File: config.mk
export PLATFORM = sky130hd
export DESIGN_NAME = decode_stage
export DESIGN_NICKNAME = d
export VERILOG_FILES = /design/src/rtl/decode_stage.sv
export SDC_FILE = /design/constraint.sdc
export NUM_CORES = 1
export LEC_CHECK = 0
export ABC_AREA = 0
export BUFFER_PORTS_ARGS = -buffer_cell sky130_fd_sc_hd__buf_2
export CAP_MARGIN = 20
export CORE_MARGIN = 2
export CORE_UTILIZATION = 40
export CTS_CLUSTER_DIAMETER = 40
export DETAILED_ROUTE_END_ITERATION = 6
export PLACE_DENSITY = 0.54
export SETUP_SLACK_MARGIN = 0.4
export SYNTH_ARGS = -nofsm -noshare
export SYNTH_HDL_FRONTEND = slang
export SYNTH_SLANG_ARGS = --single-unit
File: constraint.sdc
create_clock -name clk -period 4.5 [get_ports clk]
set_input_delay 0 -clock clk [delete_from_list [all_inputs] [get_ports clk]]
set_output_delay 0 -clock clk [all_outputs]
set_load 0.02 [all_outputs]
File: src/rtl/decode_stage.sv
// rtl/decode_stage.sv - instruction decode: register file, load-use hazard detect, ID/EX register
module decode_stage #(
  parameter logic [4:0] OPC_LOAD = 5'b01101,
  parameter logic [4:0] OPC_NOP  = 5'b11111
) (
  input  logic        clk,
  input  logic        rst_n,
  input  logic [31:0] instr_in,
  input  logic [15:0] npc_in,
  input  logic        instr_valid,
  input  logic        flush,
  input  logic        wb_en,
  input  logic [4:0]  wb_index,
  input  logic [15:0] wb_data,
  output logic        stall_out,
  output logic        valid_out,
  output logic [4:0]  control_out,
  output logic [4:0]  dest_index_out,
  output logic [15:0] reg1_data,
  output logic [15:0] reg2_data,
  output logic [15:0] npc_out,
  output logic [6:0]  immediate
);

  logic [15:0] regs [32];
  logic [4:0]  op, dest, src1, src2;
  logic [6:0]  imm;
  logic [15:0] rd1, rd2;
  logic        hazard;
  logic        unused_instr_bits;

  assign op   = instr_in[31:27];
  assign dest = instr_in[26:22];
  assign src1 = instr_in[21:17];
  assign src2 = instr_in[16:12];
  assign imm  = instr_in[6:0];
  assign unused_instr_bits = ^instr_in[11:7];

  // Reads see this cycle's writeback so a write and a dependent read can share a cycle.
  always_comb begin
    rd1 = 16'd0;
    rd2 = 16'd0;
    if (src1 != 5'd0) begin
      rd1 = (wb_en && wb_index == src1) ? wb_data : regs[src1];
    end
    if (src2 != 5'd0) begin
      rd2 = (wb_en && wb_index == src2) ? wb_data : regs[src2];
    end
  end

  assign hazard = valid_out && (control_out == OPC_LOAD) && (dest_index_out != 5'd0)
                  && instr_valid && ((src1 == dest_index_out) || (src2 == dest_index_out));

  // A flush kills the instruction anyway, so there is nothing to hold fetch for.
  assign stall_out = hazard && !flush;

  always_ff @(posedge clk or negedge rst_n) begin
    if (!rst_n) begin
      for (int i = 0; i < 32; i++) begin
        regs[i] <= 16'd0;
      end
    end else if (wb_en && wb_index != 5'd0) begin
      regs[wb_index] <= wb_data;
    end
  end

  always_ff @(posedge clk or negedge rst_n) begin
    if (!rst_n) begin
      valid_out      <= 1'b0;
      control_out    <= OPC_NOP;
      dest_index_out <= 5'd0;
      reg1_data      <= 16'd0;
      reg2_data      <= 16'd0;
      npc_out        <= 16'd0;
      immediate      <= 7'd0;
    end else if (flush || hazard || !instr_valid) begin
      valid_out      <= 1'b0;
      control_out    <= OPC_NOP;
      dest_index_out <= 5'd0;
      reg1_data      <= 16'd0;
      reg2_data      <= 16'd0;
      npc_out        <= 16'd0;
      immediate      <= 7'd0;
    end else begin
      valid_out      <= 1'b1;
      control_out    <= op;
      dest_index_out <= dest;
      reg1_data      <= rd1;
      reg2_data      <= rd2;
      npc_out        <= npc_in;
      immediate      <= imm;
    end
  end

endmodule

==> metrics.md <==
| Metric | Value |
|---|---|
| Dpl cell area | 31900 um2 |
| Post-CTS setup buffer count | 0 |
| Count of clock tree sinks | about 580 |
| Leakage power | between 15 and 20 nW |
| Share of async-settable or async-resettable flops after synthesis | 1.00 |
| Startpoint of the most critical setup path | dest_index_out[1]$_DFF_PN0_ |
| Initial cell density of the core | 0.404 |
| Dominant register cell in the synthesized netlist | sky130_fd_sc_hd__dfrtp_1 |
| Highest ir drop seen on vdd | around 0.32 mV |
| Worst hold path depth | 3 |
| Mean area per synthesized cell | 13.5 um2 |
| Library cell with the highest instance count after synthesis | sky130_fd_sc_hd__mux2_2 |
| Startpoint of the most critical register-to-register path | dest_index_out[1]$_DFF_PN0_ |
| Smallest setup slack after layout | 2.03 ns |
| Worst Tran Pin Value | ~1.2 ns |
| Max cap viols | 0 |
| Congestion Overflow GR | 0 |
| Fraction of the cycle the final worst path needs | 0.549 |
| Syn Nets | 2342 |
| Max Root-Sink Buffers | 3 |
| Largest net degree at the start of global routing | 150 |
| Top area cells in the synthesized netlist | sky130_fd_sc_hd__dfrtp_1, sky130_fd_sc_hd__mux2_2, sky130_fd_sc_hd__mux4_2, sky130_fd_sc_hd__mux2i_1, sky130_fd_sc_hd__o22ai_1 |
| Library cell with the largest summed area after synthesis | sky130_fd_sc_hd__dfrtp_1 |
| Critical Path Fanout Max | 33 |
| Worst Setup Path Type | flip-flop to flip-flop |
| Total number of vias | around 21000 |
| Clock Tree Root | sky130_fd_sc_hd__clkbuf_16 |
| Ordered list of cells on the worst path | or4_1 > nor2_1 > nor3_1 > a211o_4 > a211oi_1 |
| CTS tree | built |
| Violation count after the first detailed-route iteration | 1756 |
| Clock period minus worst slack | 2.47 ns |
| Global-route usage over all layers | 0.254 |
| Type of the most critical hold path | primary input to flip-flop |
| Count of flip-flops with a built-in enable after synthesis | 0 |
| Placer's final routability congestion estimate | roughly 0.91 |
| Total number of nets in the final design | 2467 |
| Drt drc | 0 |
| Fin. max-slew vios | 0 |
| Run status | completed |
| Wire length of the first global-routing pass | 146 mm |
| Pwr per Cell Area | 501 nW/um2 |
| First-pass DRT Iterations | 5 |
| Area fraction of the dominant cell type after synthesis | 0.469 |
| Register bit total from synthesis | 578 |
| Max Clock Skew | 0.0224 ns |
| Stages on the worst setup path | 5 |
| Count of antenna-violating nets left after detailed routing | 0 |
| Yosys warnings | 0 |
| PortBufs | 135 |
| Io pins | between 100 and 150 |
| Critical Path Slowest Stage Cell | sky130_fd_sc_hd__a211oi_1 |
| Setup violation total in the final timing report | 0 |
| Total power after layout | about 18 mW |
| Portion of the post-synthesis area used by sequential elements | 0.473 |
| Layout Area Growth over Synthesis | 18.3% |
| Unique masters post-synth | 57 |
| Total Negative Setup Slacks | 0 ns |
| Final HPWL from detailed placement | 61.6 mm |
| R2R depth | 5 |
| Setup crit end kind | flip-flop |
| Delay of the slowest cell on the worst path | 0.57 ns |
| Worst slew margin | 0.213 |
| Critical path launch point type | flip-flop |
| Synth Cell Area | 30600 um2 |
| Top delay family on crit path | compound AO/OA/AOI/OAI gates |
| Rows | 101 |
| Final routed wirelength across all metal layers | approximately 99 mm |
| Highest clock frequency the design can meet | 404 MHz |
| Detailed-route wire length per cell | 28.7 um |
| Antenna violations before repair | 6 |
| Die extent in x | roughly 280 um |
| Share of final-layout standard cells stronger than drive strength 1 | 0.496 |
| Post-cts gate resize count | 0 |
| Register clock-pin slew on the reported worst setup and hold paths | roughly 0.050 ns |
| Buffer and inverter count on the worst path | 0 |
| Data required time of the critical path | 4.99 ns |
| Number of CTS-inserted buffers | 106 |
| Summed area of non-filler cells in the final layout | around 36000 um2 |
| Launch instance of the worst min-delay path | wb_data[6] |
| Instance count of the mapped netlist | between 2000 and 2500 |
| Arrival time reported for the critical path endpoint | 2.96 ns |
| Insertion delay of the later-clocked pin in the worst-skew pair | around 0.65 ns |
| Top post-synthesis cells by count | sky130_fd_sc_hd__mux2_2, sky130_fd_sc_hd__dfrtp_1, sky130_fd_sc_hd__mux2i_1 |
| Unrepaired setup endpoints after global routing | no |
| Minimum setup slack after placement | 1.42 ns |
| H-tree level count | 3 |
| Die outline area | 78700 um2 |
| Number of endpoints with negative hold slack in the final report | 0 |
| Placeable Area | 75800 um2 |
| Vias in the first global route | 21600 |
| Routed vias/inst | 6.00 |
| Vertical die dimension | between 200 and 300 um |
## tightest hold or removal path, stage by stage
cell and delay (ns):
sky130_fd_sc_hd__buf_2 0.35, sky130_fd_sc_hd__nand2_1 0.14, sky130_fd_sc_hd__a211oi_1 0.10
## final cells by class
cell class | count | area (um2)
fillers | 6675 | 39600
multi-input cells | 1459 | 14900
flip-flops and latches | 578 | 14500
clock buffers | 124 | 2820
repair buffers | 245 | 1760
well taps | 978 | 1220
clock inverters | 78 | 996
inverters | 3 | 11.3
diodes | 2 | 5.00
## state kept, by name, indices dropped and copies added (netlist names)
name / flops
dest_index_out: 5
regs: 512
valid_out: 1
immediate: 7
reg2_data: 16
control_out: 5
reg1_data: 16
npc_out: 16
## what timing repair did
| item | CTS | global route |
|---|---|---|
| hold endpoints to repair | 494 | 0 |
| endpoints found under the setup margin | 0 | 0 |
| hold buffers | 47 | 0 |
## stage by stage
stage | instances | utilization | hold WS (ns)
finish | 3467 | 0.478 | 0.0184
floorplan | 2268 | - | -0.296
detailed placement | 3215 | 0.421 | -0.0000586
global placement | 3214 | 0.420 | -0.0211
global route | 3466 | 0.478 | 0.0351
CTS | 3464 | 0.477 | 0.000540
## routing by layer
layer | vias up | GRT usage | share of wire
li1 | 8860 | - | -
met1 | 10900 | 0.365 | 0.45
met2 | 816 | 0.372 | 0.43
met3 | 197 | 0.0566 | 0.077
met4 | 6 | 0.0993 | 0.038
met5 | - | 0 | 0.00042
## power breakdown
part / total, mW / switching (mW) / internal [mW]
registers: 6.74 / 0.628 / 6.11
clock network: 8.45 / 2.90 / 5.56
logic: 2.95 / 1.33 / 1.63
## layout by cell type (no fill, tap or decap), types with 17 or more instances in the layout
| cell type | synthesis | layout |
|---|---|---|
| sky130_fd_sc_hd__inv_6 | 0 | 17 |
| sky130_fd_sc_hd__dlygate4sd3_1 | 0 | 46 |
| sky130_fd_sc_hd__o22ai_1 | 107 | 107 |
| sky130_fd_sc_hd__dfrtp_1 | 573 | 573 |
| sky130_fd_sc_hd__nor3_1 | 19 | 19 |
| sky130_fd_sc_hd__clkinvlp_4 | 0 | 17 |
| sky130_fd_sc_hd__o21ai_0 | 30 | 30 |
| sky130_fd_sc_hd__a22o_1 | 75 | 75 |
| sky130_fd_sc_hd__nand2_1 | 44 | 44 |
| sky130_fd_sc_hd__mux4_2 | 103 | 103 |
| sky130_fd_sc_hd__mux2i_1 | 125 | 125 |
| sky130_fd_sc_hd__nand4_1 | 18 | 18 |
| sky130_fd_sc_hd__buf_4 | 34 | 58 |
| sky130_fd_sc_hd__mux2_2 | 680 | 680 |
| sky130_fd_sc_hd__bufinv_16 | 0 | 18 |
| sky130_fd_sc_hd__nor2_2 | 8 | 19 |
| sky130_fd_sc_hd__buf_2 | 66 | 128 |
| sky130_fd_sc_hd__a211oi_1 | 24 | 24 |
| sky130_fd_sc_hd__nor2_1 | 50 | 39 |
| sky130_fd_sc_hd__clkbuf_16 | 0 | 106 |
| sky130_fd_sc_hd__and2_1 | 30 | 30 |
## path summary, 6_finish.rpt
check,endpoint,slack (ns)
min in group asynchronous,npc_out[0]$_DFF_PN0_,0.53
worst min register to register,regs[511]$_DFFE_PN0P_,0.40
worst max-delay path,reg2_data[12]$_DFF_PN0_,2.03
worst min-delay path,reg2_data[6]$_DFF_PN0_,0.02
max in group asynchronous,regs[258]$_DFFE_PN0P_,3.07
worst max register to register,reg2_data[12]$_DFF_PN0_,2.03
## cells by family (layout without fill, tap and decap cells)
kind of cell	after synthesis	count (layout)	synth area share
other	0	2	0
buffers and inverters	231	450	0.0417
AOI/OAI and AO/OA	295	295	0.0705
xor gates and xnor gates	20	20	0.00572
muxes	908	908	0.367
DFF	578	578	0.473
and+or+nand+nor	236	236	0.0424
Note: power is estimated with default switching activity, not from simulation.
